[src/rtl/traffic_pkg.sv]
// Shared types for the intersection phase controller: state encoding, light codes, default tick counts.
// PED_WALK exists only when TRAFFIC_PED_REQ_EN is defined.
package traffic_pkg;

  typedef enum logic [2:0] {
    INIT      = 3'd0,
    NS_GREEN  = 3'd1,
    NS_YELLOW = 3'd2,
    ALLRED_A  = 3'd3,
    EW_GREEN  = 3'd4,
    EW_YELLOW = 3'd5,
    ALLRED_B  = 3'd6
`ifdef TRAFFIC_PED_REQ_EN
    , PED_WALK = 3'd7
`endif
  } state_e;

  localparam logic [2:0] LIGHT_RED = 3'b100;
  localparam logic [2:0] LIGHT_YEL = 3'b010;
  localparam logic [2:0] LIGHT_GRN = 3'b001;

  localparam int unsigned GREEN_TICKS_DEF  = 30;
  localparam int unsigned YELLOW_TICKS_DEF = 5;
  localparam int unsigned ALLRED_TICKS_DEF = 2;
  localparam int unsigned PED_TICKS_DEF    = 10;

  // {ns, ew} light pair for a state; anything not a named green/yellow shows red both ways.
  function automatic logic [5:0] light_decode(state_e s);
    case (s)
      NS_GREEN:  light_decode = {LIGHT_GRN, LIGHT_RED};
      NS_YELLOW: light_decode = {LIGHT_YEL, LIGHT_RED};
      EW_GREEN:  light_decode = {LIGHT_RED, LIGHT_GRN};
      EW_YELLOW: light_decode = {LIGHT_RED, LIGHT_YEL};
      default:   light_decode = {LIGHT_RED, LIGHT_RED};
    endcase
  endfunction

endpackage

[src/rtl/ped_req_sync.sv]
// Push-button synchronizer: 2 flops then rising-edge pulse, so a request shows up 2 cycles after the pin.
// Exists only when TRAFFIC_PED_REQ_EN is defined; a held button yields a single pulse.
`ifdef TRAFFIC_PED_REQ_EN
module ped_req_sync (
  input  logic clk,
  input  logic rst_n,
  input  logic req_i,
  output logic pulse_o
);

  logic meta_q, sync_q, prev_q;

  always_ff @(posedge clk or negedge rst_n) begin
    if (!rst_n) begin
      meta_q <= 1'b0;
      sync_q <= 1'b0;
      prev_q <= 1'b0;
    end else begin
      meta_q <= req_i;
      sync_q <= meta_q;
      prev_q <= sync_q;
    end
  end

  assign pulse_o = sync_q & ~prev_q;

endmodule
`endif

[src/rtl/traffic_light_ctrl.sv]
// Phase-ring controller: each phase lasts TICKS+3 cycles, start pulse and lights registered off the state.
// TRAFFIC_PED_REQ_EN adds the ped_req input, sticky request flag and PED_WALK phase.
module traffic_light_ctrl
  import traffic_pkg::*;
#(
  parameter int unsigned GREEN_TICKS  = GREEN_TICKS_DEF,
  parameter int unsigned YELLOW_TICKS = YELLOW_TICKS_DEF,
  parameter int unsigned ALLRED_TICKS = ALLRED_TICKS_DEF,
  parameter int unsigned PED_TICKS    = PED_TICKS_DEF
) (
  input  logic       clk,
  input  logic       rst_n,
`ifdef TRAFFIC_PED_REQ_EN
  input  logic       ped_req,
`endif
  input  logic       timer_done,
  output logic       timer_start,
  output logic [7:0] timer_load,
  output logic [2:0] ns_light,
  output logic [2:0] ew_light,
  output logic       ped_walk
);

  if (GREEN_TICKS == 0 || GREEN_TICKS > 255 || YELLOW_TICKS == 0 || YELLOW_TICKS > 255 ||
      ALLRED_TICKS == 0 || ALLRED_TICKS > 255 || PED_TICKS == 0 || PED_TICKS > 255) begin : g_bad_ticks
    $error("traffic_light_ctrl: tick parameters must lie in 1..255");
  end

  localparam logic [7:0] GRN_LD = 8'(GREEN_TICKS);
  localparam logic [7:0] YEL_LD = 8'(YELLOW_TICKS);
  localparam logic [7:0] ALR_LD = 8'(ALLRED_TICKS);

  state_e     state_q, state_d;
  logic       armed_q, armed_d;
  logic       init_pend_q, init_pend_d;
  logic       timer_start_q, timer_start_d;
  logic [7:0] timer_load_q, timer_load_d;
  logic [2:0] ns_light_q, ns_light_d;
  logic [2:0] ew_light_q, ew_light_d;

`ifdef TRAFFIC_PED_REQ_EN
  localparam logic [7:0] PED_LD = 8'(PED_TICKS);

  logic   ped_pulse;
  logic   ped_pending_q, ped_pending_d;
  logic   ped_walk_q, ped_walk_d;
  state_e ret_q, ret_d;

  ped_req_sync u_ped_req_sync (
    .clk     (clk),
    .rst_n   (rst_n),
    .req_i   (ped_req),
    .pulse_o (ped_pulse)
  );
`endif

  function automatic logic [7:0] phase_ticks(state_e s);
    case (s)
      NS_GREEN, EW_GREEN:   phase_ticks = GRN_LD;
      NS_YELLOW, EW_YELLOW: phase_ticks = YEL_LD;
`ifdef TRAFFIC_PED_REQ_EN
      PED_WALK:             phase_ticks = PED_LD;
`endif
      default:              phase_ticks = ALR_LD;
    endcase
  endfunction

  always_comb begin
    state_d       = state_q;
    armed_d       = 1'b1;
    init_pend_d   = 1'b0;
    timer_start_d = 1'b0;
    timer_load_d  = timer_load_q;
`ifdef TRAFFIC_PED_REQ_EN
    ret_d         = ret_q;
`endif
    // INIT is entered by reset itself, so its start pulse comes from a flag rather than a transition.
    if (init_pend_q) begin
      armed_d       = 1'b0;
      timer_start_d = 1'b1;
      timer_load_d  = ALR_LD;
    end else if (armed_q && timer_done) begin
      case (state_q)
        INIT:      state_d = NS_GREEN;
        NS_GREEN:  state_d = NS_YELLOW;
        NS_YELLOW: state_d = ALLRED_A;
        ALLRED_A: begin
          state_d = EW_GREEN;
`ifdef TRAFFIC_PED_REQ_EN
          if (ped_pending_q) begin
            state_d = PED_WALK;
            ret_d   = EW_GREEN;
          end
`endif
        end
        EW_GREEN:  state_d = EW_YELLOW;
        EW_YELLOW: state_d = ALLRED_B;
        ALLRED_B: begin
          state_d = NS_GREEN;
`ifdef TRAFFIC_PED_REQ_EN
          if (ped_pending_q) begin
            state_d = PED_WALK;
            ret_d   = NS_GREEN;
          end
`endif
        end
`ifdef TRAFFIC_PED_REQ_EN
        PED_WALK:  state_d = ret_q;
`endif
        default:   state_d = INIT;
      endcase
      armed_d       = 1'b0;
      timer_start_d = 1'b1;
      timer_load_d  = phase_ticks(state_d);
    end
    {ns_light_d, ew_light_d} = light_decode(state_d);
`ifdef TRAFFIC_PED_REQ_EN
    ped_walk_d    = (state_d == PED_WALK);
    // A new press in the same cycle as the walk-entry clear survives for the next all-red.
    ped_pending_d = ped_pulse | (ped_pending_q & ~(ped_walk_d & (state_q != PED_WALK)));
`endif
  end

  always_ff @(posedge clk or negedge rst_n) begin
    if (!rst_n) begin
      state_q       <= INIT;
      armed_q       <= 1'b0;
      init_pend_q   <= 1'b1;
      timer_start_q <= 1'b0;
      timer_load_q  <= 8'd0;
      ns_light_q    <= LIGHT_RED;
      ew_light_q    <= LIGHT_RED;
`ifdef TRAFFIC_PED_REQ_EN
      ped_pending_q <= 1'b0;
      ped_walk_q    <= 1'b0;
      ret_q         <= INIT;
`endif
    end else begin
      state_q       <= state_d;
      armed_q       <= armed_d;
      init_pend_q   <= init_pend_d;
      timer_start_q <= timer_start_d;
      timer_load_q  <= timer_load_d;
      ns_light_q    <= ns_light_d;
      ew_light_q    <= ew_light_d;
`ifdef TRAFFIC_PED_REQ_EN
      ped_pending_q <= ped_pending_d;
      ped_walk_q    <= ped_walk_d;
      ret_q         <= ret_d;
`endif
    end
  end

  assign timer_start = timer_start_q;
  assign timer_load  = timer_load_q;
  assign ns_light    = ns_light_q;
  assign ew_light    = ew_light_q;
`ifdef TRAFFIC_PED_REQ_EN
  assign ped_walk    = ped_walk_q;
`else
  assign ped_walk    = 1'b0;
`endif

endmodule

[config.mk]
export PLATFORM = sky130hd
export DESIGN_NAME = traffic_light_ctrl
export DESIGN_NICKNAME = d
export VERILOG_FILES = /design/src/rtl/traffic_pkg.sv /design/src/rtl/ped_req_sync.sv /design/src/rtl/traffic_light_ctrl.sv
export SDC_FILE = /design/constraint.sdc
export NUM_CORES = 1
export LEC_CHECK = 0
export CAP_MARGIN = 40
export CELL_PAD_IN_SITES_DETAIL_PLACEMENT = 1
export CELL_PAD_IN_SITES_GLOBAL_PLACEMENT = 2
export CORE_MARGIN = 1
export CORE_UTILIZATION = 30
export CTS_CLUSTER_SIZE = 16
export DETAILED_ROUTE_END_ITERATION = 6
export PLACE_DENSITY = 0.88
export SETUP_SLACK_MARGIN = 0.2
export SYNTH_ARGS = -nofsm -noshare
export SYNTH_HDL_FRONTEND = slang
export SYNTH_SLANG_ARGS = --single-unit
[constraint.sdc]
create_clock -name clk -period 3.7 [get_ports clk]
set_clock_uncertainty 0.15 [all_clocks]
set_input_delay 0.37 -clock clk [delete_from_list [all_inputs] [get_ports clk]]
set_output_delay 0.37 -clock clk [all_outputs]
set_load 0.01 [all_outputs]
# [After elaboration in Yosys (flattened, before gate mapping)]
# Cells that the tools add are included.
[word_totals] register_bits=20 inputBits=3 out_inout_bits=16 elab_cells=40
[op_classes] n_eq_ne=14 muxes=13 reduce_logical=6
[ops] op="one-hot mux 6 bit (4 select lines)" count=1
[ops] op="equality test 3 bit (second input constant)" count=7
[ops] op="one-hot mux 3 bit (6 select lines)" count=1
[ops] op="two-way mux 8 bit" count=2
[ops] op="equality test 3 x 2 -> 1 bit (second input constant)" count=4
[ops] op="two-way mux 3 bit" count=4
[ops] op="one-hot mux 5 bit (2 select lines)" count=1
[ops] op="equality test 3 x 1 -> 1 bit (second input constant)" count=3
[ops] op="OR reduction 2 bit" count=3
[ops] op="two-way mux 1 bit" count=4
[ops] op="zero test 3 bit" count=1
[ops] op="nonzero test 2 bit" count=1
[ops] op="logical AND 1 bit" count=1

# [Longest topological paths before layout]
[depth] depth_word=10 ltp_mapped=4 mapped_depth_nobuf=3

# [Worst setup path after synthesis]
# OpenSTA, ideal clock, no wires.
[synth_path] path_type="flip-flop to flip-flop" from="register init_pend_q" to="register ns_light_q[0] (netlist: ns_light[0])" setup_ps=131 t_arrival_ps=1070 t_required_ps=3419 path_slack_ps=2349 stages_incl_launch_ff=5 path_buffers=1 period_less_slack_ps=1351 cell_sequence="dfstp_2 > and3b_1 > buf_4 > xnor2_2 > o32ai_2"
[synth_between] elab_chain_cells=3 word_cells_on_any_way=6 classes_between="eq/ne: 4; mux: 2"
[synth_rtl] item="start, declared" line_no="traffic_light_ctrl.sv:35" text="logic init_pend_q, init_pend_d;"
[synth_rtl] item="start signal, assigned" line_no="traffic_light_ctrl.sv:141" text="init_pend_q <= init_pend_d;"
[synth_rtl] item="two-way mux 3 bit (*)" line_no="traffic_light_ctrl.sv:78" text="if (init_pend_q) begin"
[synth_rtl] item="equality test 3 bit (tied with other cells)" line_no="traffic_pkg.sv:29" text="case (s)"
[synth_rtl] item="one-hot mux 6 bit (4 select lines) (*)" line_no="traffic_pkg.sv:29"
[synth_rtl] item="net ns_light_d[0]" line_no="traffic_light_ctrl.sv:38" text="logic [2:0] ns_light_q, ns_light_d;"
[synth_rtl] item="end signal, assigned" line_no="traffic_light_ctrl.sv:144" text="ns_light_q <= ns_light_d;"
[synth_rtl] item="end, declared" line_no="traffic_light_ctrl.sv:38"
# Mark *: on every way through the listed nets, which the timed path passes. The rest lies on a longest branch.
# A chain may end at the register's enable or synchronous reset.

# [Worst setup path in the final report]
[layout_path] from="register ns_light_q[2] (netlist: ns_light[2])" to="output port ns_light[2]"
[layout_rtl] item="end, declared" line_no="traffic_light_ctrl.sv:19" text="output logic [2:0] ns_light,"
# No word-level cell between the ends.

==> results.yml <==
placed_design:
  dp.final_hpwl_um: 985.6
  gp_congestion: 0.7887
  placed_cell_area_sq_um: 837.1
  numPortBuffers: 14
synthesis:
  netlist-cell-type-count: 24
  yosysSeqAreaShare_pct: 56.77
  syn_area_sq_um: 711.9
  ys_seq_elements: 16
  avgSynthCellArea_sq_um: 10.95
  synthCells: 65
  yosys_warnings: 0
critical_path:
  worst_ep_arrival_time_ns: 1.32
  crit_required_ns: 3.18
  cp_max_fo: 1
  critical_path.max_stage_delay_ns: 0.53
  path_delay_family: "flip-flops"
  critPathKind: "reg2out"
  end_kind: "primary output"
  slowest_stage: "dfstp_2"
  crit_chain: "clkdlybuf4s50_1"
  start_kind: "flip-flop"
  crit_buf_inv: 1
global_routing:
  grtUsageTotal_pct: 11.30
  grt_first_pass_wirelength_mm: 2.070
  grt_max_degree: 17
  grt_pass1_vias: 442
  gr-total-overflow: 0
  antenna_found_initial: 0
clock_tree:
  htree_levels: 1
  cts-buffers-inserted: 3
  cts_sinks: 16
  cts_max_path_buffers: 2
  cts_tree: "done"
  cts_resized: 0
  postCtsSetupBuffers: 0
  clk_latency_ns: 0.28
  cts-root-buf: "clkbuf_4"
  clkSlewWorstSetupHoldPaths_ns: 0.09
  cts.hold.buffers_added: 0
job:
  cap_violations: 0
power_and_ir_drop:
  cellLeakagePower_nw: 0.3973
  clkPwrFrac_pct: 17.6
  p_switching_w: 0.0002147
  ir_worst_vdd_mv: 0.2969
  p_seq_share_pct: 45.8
  power_density_nw_per_um2: 718.7
  switching_share_pct: 34.21
  p_int_w: 0.0004130
  pwr-share-comb_pct: 36.6
final_layout:
  n_antenna_cell: 0
  drive_gt1_share_pct: 12.82
  syn_to_final_growth_pct: 22.67
  finalNetCount: 82
  final_area_sq_um: 873.3
drt:
  viasPerCell: 4.632
  drc: 0
  dr.first_iter.drc_count: 5
  wl_per_cell_um: 11.88
  antenna_left: 0
  drt_pass1_iterations: 2
  wl_mm: 1.259
  vias: 491
timing:
  slew_headroom_pct: 53.91
  slew_violations: 0
  layout_min_cycle_time_ns: 1.838
  setup_viol_count_final: 0
  hold_viol: 0
  fmax_ghz: 0.5440
  finalCritPeriodShare_pct: 49.68
  rsz0062_at_grt: "no"
  finalSetupTns_ns: 0
  tightest_slew_ns: 0.6893
die:
  dieWidth_um: 50.72
  chipHeight_um: 50.72
  initial_utilization_pct: 31.88
  core-area_sq_um: 2233
  rows: 17
  boundaryPins: 19
  die-area_sq_um: 2572
status:
  run_status: "complete, no violations"
worst_hold_path:
  min_path_type: "reg2reg"
## metrics by stage
step | std cells | setup slack [ns] | hold WS [ns] | total power [W] | util [%]
6_report | 106 | 1.862 | 0.3323 | 0.0006277 | 39.10
5_1_grt | 106 | 1.818 | 0.3576 | 0.0006707 | 39.10
4_1_cts | 106 | 1.843 | 0.3387 | 0.0006368 | 39.10
3_5_place_dp | 102 | 1.925 | 0.3162 | 0.0005243 | 37.48
3_3_place_gp | 102 | 1.965 | 0.3112 | 0.0005137 | 37.48
2_1_floorplan | 69 | 2.349 | -0.07559 | 0.0004396 | -
## cells by family after synthesis
logic type             Yosys count  synth area share, %
AO/OA/AOI/OAI                   16                15.46
buffers and inverters           15                12.30
AND/OR/NAND/NOR                 14                10.19
flip-flops                      16                56.77
XOR/XNOR                         3                4.746
other                            1               0.5267
## synth_stat cells
cell type / count / area (sq um)
a32o_1: 1 / 10.01
or2_2: 1 / 6.260
and3b_1: 1 / 8.760
a21o_1: 2 / 15.01
a31oi_1: 2 / 12.51
nor3_1: 1 / 5.000
nand2_1: 5 / 18.77
a22o_1: 1 / 8.760
nand3b_1: 1 / 7.510
xnor2_2: 1 / 16.27
conb_1: 1 / 3.750
o32ai_2: 1 / 16.27
dfrtp_1: 13 / 325.3
nand4b_1: 1 / 8.760
o22ai_1: 2 / 12.51
xnor2_1: 2 / 17.52
nor2_1: 3 / 11.26
inv_1: 6 / 22.52
o21ai_0: 3 / 15.01
nand2b_1: 1 / 6.260
a21oi_1: 4 / 20.02
buf_2: 1 / 5.000
buf_4: 8 / 60.06
dfstp_2: 3 / 78.83
## worst paths after layout
check	start	to	slack (ns)	cells past startpoint
min reg2reg	timer_load[0]$_DFFE_PN0N_	timer_load[0]$_DFFE_PN0N_	0.33	1
max reg2reg	state_q[0]$_DFF_PN0_	state_q[2]$_DFF_PN0_	2.30	3
max	ns_light[2]$_DFF_PN1_	ns_light[2]	1.86	1
max in group asynchronous	rst_n	timer_load[2]$_DFFE_PN0N_	2.61	1
min	timer_load[0]$_DFFE_PN0N_	timer_load[0]$_DFFE_PN0N_	0.33	1
min in group asynchronous	rst_n	ns_light[0]$_DFF_PN0_	0.35	1
## state kept, by name, summed over array words and instances, names as in the netlist
signal,cells
init_pend_q,1
timer_load,4
timer_start,1
ew_light,3
ns_light,3
state_q,3
armed_q,1
## per-layer routing
| layer | track usage [%] | share of wire, % | up-vias |
|---|---|---|---|
| met2 | 19.11 | 51 | 14 |
| met3 | 5.455 | 4.9 | 2 |
| met4 | 2.778 | 1.2 | 0 |
| met1 | 12.67 | 43 | 243 |
| met5 | 0 | 0 | - |
| li1 | - | - | 232 |
## cells in the final DEF (no fill, tap or decap), drive strengths merged
cell type,instances
o21ai,3
o22ai,2
nor2,3
dfrtp,13
clkdlybuf4s50,14
dfstp,3
conb,5
and3b,1
a22o,1
a21o,2
a31oi,2
clkbuf,4
a32o,1
xnor2,3
nor3,1
or2,1
nand2b,1
nand2,5
o32ai,1
a21oi,4
nand3b,1
nand4b,1
inv,6
## power groups by stage
stage / combinational, W / clock, W / sequential (W)
final: 0.000230 / 0.000110 / 0.000288
after CTS: 0.000232 / 0.000116 / 0.000289
after global routing: 0.000253 / 0.000123 / 0.000295
after floorplan: 0.000173 / 0 / 0.000267
after global placement: 0.000224 / 0 / 0.000290
after detailed placement: 0.000231 / 0 / 0.000293
## cell type report
cell class	instances	area (sq um)
fill	255	1360
sequential	16	404.1
timing repair buffer	14	140.1
clock buffer	4	36.28
multi-input combinational	38	235.2
inverter	6	22.52
tap	28	35.03
Note: power is estimated with default switching activity, not from simulation.
